===== config.mk =====
export PLATFORM = sky130hd
export DESIGN_NAME = dsp_mac_resolve
export DESIGN_NICKNAME = d
export VERILOG_FILES = /design/src/rtl/dsp_mac_pkg.sv /design/src/rtl/dsp_mac_resolve_csa32.sv /design/src/rtl/dsp_mac_resolve.sv
export SDC_FILE = /design/constraint.sdc
export NUM_CORES = 1
export LEC_CHECK = 0
export ABC_AREA = 1
export CAP_MARGIN = 20
export CORE_MARGIN = 2
export CORE_UTILIZATION = 59
export CTS_CLUSTER_SIZE = 12
export DETAILED_ROUTE_END_ITERATION = 7
export PLACE_DENSITY = 0.92
export SLEW_MARGIN = 20
export SYNTH_ARGS = -nofsm -noshare
export SYNTH_HDL_FRONTEND = slang
export SYNTH_SLANG_ARGS = --single-unit

===== constraint.sdc =====
create_clock -name clk -period 2.6 [get_ports clk]
set_clock_uncertainty 0.15 [all_clocks]
set_input_delay 0.78 -clock clk [delete_from_list [all_inputs] [get_ports clk]]
set_output_delay 0.78 -clock clk [all_outputs]
set_load 0.05 [all_outputs]

===== src/rtl/dsp_mac_pkg.sv =====
// Shared types and sizing helpers for the MAC resolve stage.
package dsp_mac_pkg;

   typedef enum logic [1:0] {
      ACCUM  = 2'd0,
      RES_LO = 2'd1,
      RES_HI = 2'd2,
      OUT    = 2'd3
   } state_t;

   // Accumulator width: full product plus guard bits for burst growth.
   function automatic int acc_w(input int n, input int m, input int guard);
      return n + m + guard;
   endfunction

   // Split point of the two-cycle resolve adder (low half width).
   function automatic int lo_w(input int acc);
      return acc / 2;
   endfunction

   localparam int DEF_ACC_W = acc_w(16, 16, 8);
   localparam int LO_W      = lo_w(DEF_ACC_W);

endpackage


===== src/rtl/dsp_mac_resolve_csa32.sv =====
// One row of 3:2 compressors: a+b+c == sum + 2*carry (bitwise full adders).
module csa32 #(
   parameter int W = 8
) (
   input  logic [W-1:0] a,
   input  logic [W-1:0] b,
   input  logic [W-1:0] c,
   output logic [W-1:0] sum,
   output logic [W-1:0] carry
);

   assign sum   = a ^ b ^ c;
   assign carry = (a & b) | (a & c) | (b & c);

endmodule


===== src/rtl/dsp_mac_resolve.sv =====
// MAC back end for the Dadda multiplier: resolves each carry-save product,
// folds it into a carry-save accumulator, and resolves the burst total with a
// two-cycle split adder before presenting it on a valid/ready output.
//
// state  | meaning
// -------+-----------------------------------------------------------
// ACCUM  | accepting beats, folding products into acc_s/acc_c
// RES_LO | low half of acc_s + 2*acc_c registered with its carry-out
// RES_HI | high half added with that carry, result and count latched
// OUT    | result held on out_data/out_count until downstream accepts
module dsp_mac_resolve
   import dsp_mac_pkg::*;
#(
   parameter int N      = 16,
   parameter int M      = 16,
   parameter int SIGNED = 1,
   parameter int GUARD  = 8,
   parameter int CNT_W  = 8
) (
   input  logic                   clk,
   input  logic                   rst_n,
   input  logic                   in_valid,
   output logic                   in_ready,
   input  logic [N+M-1:0]         in_op1,
   input  logic [N+M-1:0]         in_op2,
   input  logic                   in_first,
   input  logic                   in_last,
   output logic                   out_valid,
   input  logic                   out_ready,
   output logic [N+M+GUARD-1:0]   out_data,
   output logic [CNT_W-1:0]       out_count
);

   localparam int P_W    = N + M;
   localparam int ACC_W  = acc_w(N, M, GUARD);
   localparam int RLO_W  = lo_w(ACC_W);
   localparam int RHI_W  = ACC_W - RLO_W;

   state_t              state_q;
   state_t              state_d;
   logic                run_q;

   logic                p_valid;
   logic                p_first;
   logic                p_last;
   logic [P_W-1:0]      p_reg;

   logic [ACC_W-1:0]    acc_s;
   logic [ACC_W-1:0]    acc_c;
   logic [ACC_W-1:0]    acc_c_sh;
   logic [CNT_W-1:0]    cnt;
   logic                burst_open;

   logic [RLO_W-1:0]    lo_sum;
   logic                lo_carry;

   logic                accept;
   logic                fold;
   logic                load;
   logic                sign_bit;
   logic [ACC_W-1:0]    ext;
   logic [ACC_W-1:0]    csa_sum;
   logic [ACC_W-1:0]    csa_carry;
   logic [CNT_W-1:0]    cnt_inc;
   logic [RHI_W-1:0]    hi_sum;
   logic                done;

   // A held last beat blocks intake so that only one burst is ever in flight.
   assign in_ready  = run_q && (state_q == ACCUM) && !(p_valid && p_last);
   assign accept    = in_valid && in_ready;
   assign out_valid = (state_q == OUT);
   assign done      = out_valid && out_ready;

   // p_reg is already a true product modulo 2^P_W, so extending it is safe.
   assign sign_bit  = (SIGNED != 0) && p_reg[P_W-1];
   assign ext       = {{GUARD{sign_bit}}, p_reg};
   assign acc_c_sh  = acc_c << 1;
   assign fold      = p_valid && (state_q == ACCUM);
   assign load      = p_first || !burst_open;
   assign cnt_inc   = (cnt == {CNT_W{1'b1}}) ? cnt : cnt + 1'b1;
   assign hi_sum    = acc_s[ACC_W-1:RLO_W] + acc_c_sh[ACC_W-1:RLO_W]
                    + {{(RHI_W-1){1'b0}}, lo_carry};

   csa32 #(.W(ACC_W)) u_fold (
      .a     (acc_s),
      .b     (acc_c_sh),
      .c     (ext),
      .sum   (csa_sum),
      .carry (csa_carry)
   );

   // Holds in_ready low for the first cycle after reset release.
   always_ff @(posedge clk or negedge rst_n) begin
      if (!rst_n) run_q <= 1'b0;
      else        run_q <= 1'b1;
   end

   // Stage P: collapse the carry-save pair, dropping the overflow bit.
   always_ff @(posedge clk or negedge rst_n) begin
      if (!rst_n) begin
         p_valid <= 1'b0;
         p_first <= 1'b0;
         p_last  <= 1'b0;
         p_reg   <= '0;
      end else begin
         p_valid <= accept;
         if (accept) begin
            p_reg   <= in_op1 + in_op2;
            p_first <= in_first;
            p_last  <= in_last;
         end
      end
   end

   // Stage A: load or fold the extended product into the redundant accumulator.
   always_ff @(posedge clk or negedge rst_n) begin
      if (!rst_n) begin
         acc_s      <= '0;
         acc_c      <= '0;
         cnt        <= '0;
         burst_open <= 1'b0;
      end else if (fold) begin
         burst_open <= 1'b1;
         if (load) begin
            acc_s <= ext;
            acc_c <= '0;
            cnt   <= {{(CNT_W-1){1'b0}}, 1'b1};
         end else begin
            acc_s <= csa_sum;
            acc_c <= csa_carry;
            cnt   <= cnt_inc;
         end
      end else if (done) begin
         burst_open <= 1'b0;
      end
   end

   // Two-cycle carry-propagate resolve; out_data/out_count change only in RES_HI.
   always_ff @(posedge clk or negedge rst_n) begin
      if (!rst_n) begin
         lo_sum    <= '0;
         lo_carry  <= 1'b0;
         out_data  <= '0;
         out_count <= '0;
      end else if (state_q == RES_LO) begin
         {lo_carry, lo_sum} <= {1'b0, acc_s[RLO_W-1:0]} + {1'b0, acc_c_sh[RLO_W-1:0]};
      end else if (state_q == RES_HI) begin
         out_data  <= {hi_sum, lo_sum};
         out_count <= cnt;
      end
   end

   // FSM state register.
   always_ff @(posedge clk or negedge rst_n) begin
      if (!rst_n) state_q <= ACCUM;
      else        state_q <= state_d;
   end

   // FSM next-state logic.
   always_comb begin
      state_d = state_q;
      unique case (state_q)
         ACCUM:  if (fold && p_last) state_d = RES_LO;
         RES_LO: state_d = RES_HI;
         RES_HI: state_d = OUT;
         OUT:    if (out_ready) state_d = ACCUM;
         default: state_d = ACCUM;
      endcase
   end

endmodule


==> flow_summary.toml <==
[final_layout]
layout.cells.most_common = "sky130_fd_sc_hd__nand2_1"
finalCoreUtilization = 0.713
number_of_filler_instances_in_the_final_layout = 1646
finish.instance_area_um2 = 15400
layout-drive-gt1-share = 0.0736
final_net_count = 2049
layout.cells.most_common_list = "sky130_fd_sc_hd__nand2_1, sky130_fd_sc_hd__inv_1, sky130_fd_sc_hd__dfrtp_1, sky130_fd_sc_hd__clkdlybuf4s50_1, sky130_fd_sc_hd__nor2_1"
area_growth_pct = 19.4
n_antenna_cell = 0
reg_top3 = "acc_s: 40 flops, out_data: 40 flops, acc_c: 39 flops"

[setup_path]
critical_path.startpoint = "out_data[21]$_DFFE_PN0P_"
timing.reg2reg.setup_slack_ps = 260
cpPeakStageDelay_ps = 820
critical_path_required_ps = 1670
path_max_fanout = 2
worstSetupEndpointType = "output pin"
criticalPathCategory = "reg2out"
cp_slowest_cell = "sky130_fd_sc_hd__clkdlybuf4s50_1"
timing.critical_path.to = "out_data[21]"
crit_arrival_ps = 1640
path_buf_inv = 1
timing.rr.end = "out_data[32]$_DFFE_PN0P_"
rr_startpoint = "acc_s[20]$_DFFE_PN0P_"
timing.reg2reg.worst_path_depth = 10
setup.worst_path.start_class = "flop"
crit_path_cell_trace = "clkdlybuf4s50_1"
critical_path_depth = 1
cpLargestDelayFamily = "buffers and inverters"

[yosys]
post_synthesis_area_per_instance_um2 = 7.59
synth.yosys.seq_area_share = 0.378
synth-seq-cells = 195
syn_nets = 1888
post_synth_edffs = 0
syn-cell-area_um2 = 12900
ys.flop_type = "sky130_fd_sc_hd__dfrtp_1"
post_synth_num_cell_types = 38
post_synth_inst_count = 1701
asyncSetResetFlopFracSynth = 1.00
ys.warnings.count = 0

[floorplan]
dieHeight_um = 152
floorplan.initialDensity = 0.597
fp.dieW_um = 152
rows = 54
die_area_um2 = 23100
core_area_um2 = 21600
ios = 120

[routing]
finalWirelength_um = 33500
drt_pass1_iterations = 5
routedWlPerCell_um = 15.5
route.antenna.remaining_nets = 0
detailroute.via_count = 11900
remaining_drc_errors = 0
initialDrtViolationCount = 906
post_drt_via_cell_ratio = 5.54

[global_route]
grt_pass1_wl_um = 55600
number_of_global_route_vias_before_repair = 11600
global_route.usage.total = 0.293
initial_antenna_violation_count = 0
grt.overflow.total = 0
largest_net_degree_at_the_start_of_global_routing = 48

[sta]
period_minus_slack_ps = 2570
min_period_over_period = 0.990
timing_worst_slew_pin_value_ps = 652
final.setup.worst_slack_ps = 27.0
report.final.setup_viol = 0
timing.final.max_slew_violations = 0
achievable_clock_frequency_mhz = 389
timing.slew.headroom = 0.565
hold_viol = 0
rsz0062_at_grt = "false"
tns_ps = 0

[power]
cell_pwr_density_nw_per_um2 = 873
leakage_nw = 7.87
irDropWorstVdd_v = 0.000620

[hold_path]
min-delay-path-class = "in2async"

[placement]
placement.io_buffers = 119
hpwlAfterDp_um = 25200
pre_cts_slack_ps = -323
finalWeightedCongestion = 0.980
dpl-instance-area_um2 = 14800

[clock_network]
cts_tree = "yes"
clock_tree.root_cell = "sky130_fd_sc_hd__clkbuf_16"
clock-sinks = 195
cts_hold_buffers = 0
clock_latency_at_the_later_pin_of_the_worst_skew_pair_ps = 440
cts_made_buffers = 17
clk_path_buf_depth = 2
htreeDepth = 4
worst_setup_hold_path_clk_slew_ps = 70

[outcome]
run_status = "complete, no violations"

[job]
max_cap_violations = 0
[layout make-up]
class / count / area (µm²) / area share
Clock inverter: 10 / 125 / 0.00812
Sequential cell: 195 / 4880 / 0.317
Inverter: 293 / 1100 / 0.0714
Clock buffer: 22 / 464 / 0.0301
Timing Repair Buffer: 183 / 1750 / 0.113
Multi-Input combinational cell: 1172 / 6740 / 0.438
Tap cell: 280 / 350 / 0.0227
[report_power, final]
| part | internal (W) | total (W) | switching [W] |
|---|---|---|---|
| Sequential | 0.00400 | 0.00466 | 0.000658 |
| Clock | 0.00148 | 0.00264 | 0.00116 |
| Combinational | 0.00218 | 0.00615 | 0.00397 |
| Total | 0.00767 | 0.0134 | 0.00578 |
[cell families (layout without fill, tap and decap cells)]
group,count (synthesis),after routing,synth area share
xor gates and xnor gates,30,30,0.0204
AOI/OAI and AO/OA,226,226,0.107
other,1,1,0.000291
adders and majority gates,117,117,0.138
buffers and inverters,334,508,0.101
DFF,195,195,0.378
and+or+nand+nor,798,798,0.256
[routing by layer]
metal	up-vias	part of all wire	GRT usage
met5	-	0	0
met4	0	0.031	0.108
met3	85	0.068	0.0425
met2	553	0.48	0.498
met1	5594	0.42	0.385
li1	5708	-	-
[stage by stage]
stage	total power [W]	hold WS, ps	instances
2_1_floorplan	0.00856	291	1701
3_3_place_gp	0.0103	303	2120
3_5_place_dp	0.0106	308	2120
4_1_cts	0.0134	142	2152
5_1_grt	0.0143	157	2155
6_report	0.0135	135	2155
[worst min path at each step]
stage / cells after the start / to
floorplan: 2 / burst_open$_DFFE_PN0P_
global placement: 2 / out_count[3]$_DFFE_PN0P_
CTS: 1 / p_reg[5]$_DFFE_PN0P_
global route: 1 / p_reg[3]$_DFFE_PN0P_
finish: 1 / p_reg[3]$_DFFE_PN0P_
detailed placement: 2 / out_count[6]$_DFFE_PN0P_
[Yosys cell counts (all sizes together) (10+ instances only)]
| cell | number | share of area |
|---|---|---|
| nand2 | 570 | 0.17 |
| inv | 292 | 0.085 |
| dfrtp | 195 | 0.38 |
| nor2 | 99 | 0.031 |
| nand3 | 95 | 0.039 |
| ha | 75 | 0.073 |
| o21ai | 66 | 0.026 |
| a21oi | 60 | 0.024 |
| fa | 42 | 0.065 |
| o22ai | 40 | 0.019 |
| o221ai | 38 | 0.026 |
| buf | 23 | 0.010 |
| xnor2 | 20 | 0.014 |
| clkbuf | 18 | 0.0052 |
| nor3 | 11 | 0.0050 |
| o21bai | 10 | 0.0058 |
| xor2 | 10 | 0.0068 |
[repair_timing]
item | CTS | global route
gates cloned | 0 | 0
setup buffers | 0 | 3
pin swaps | 0 | 1
setup endpoints to repair | 1 | 1
gates resized for setup | 4 | 1
Power figures use the tool's default switching activity.
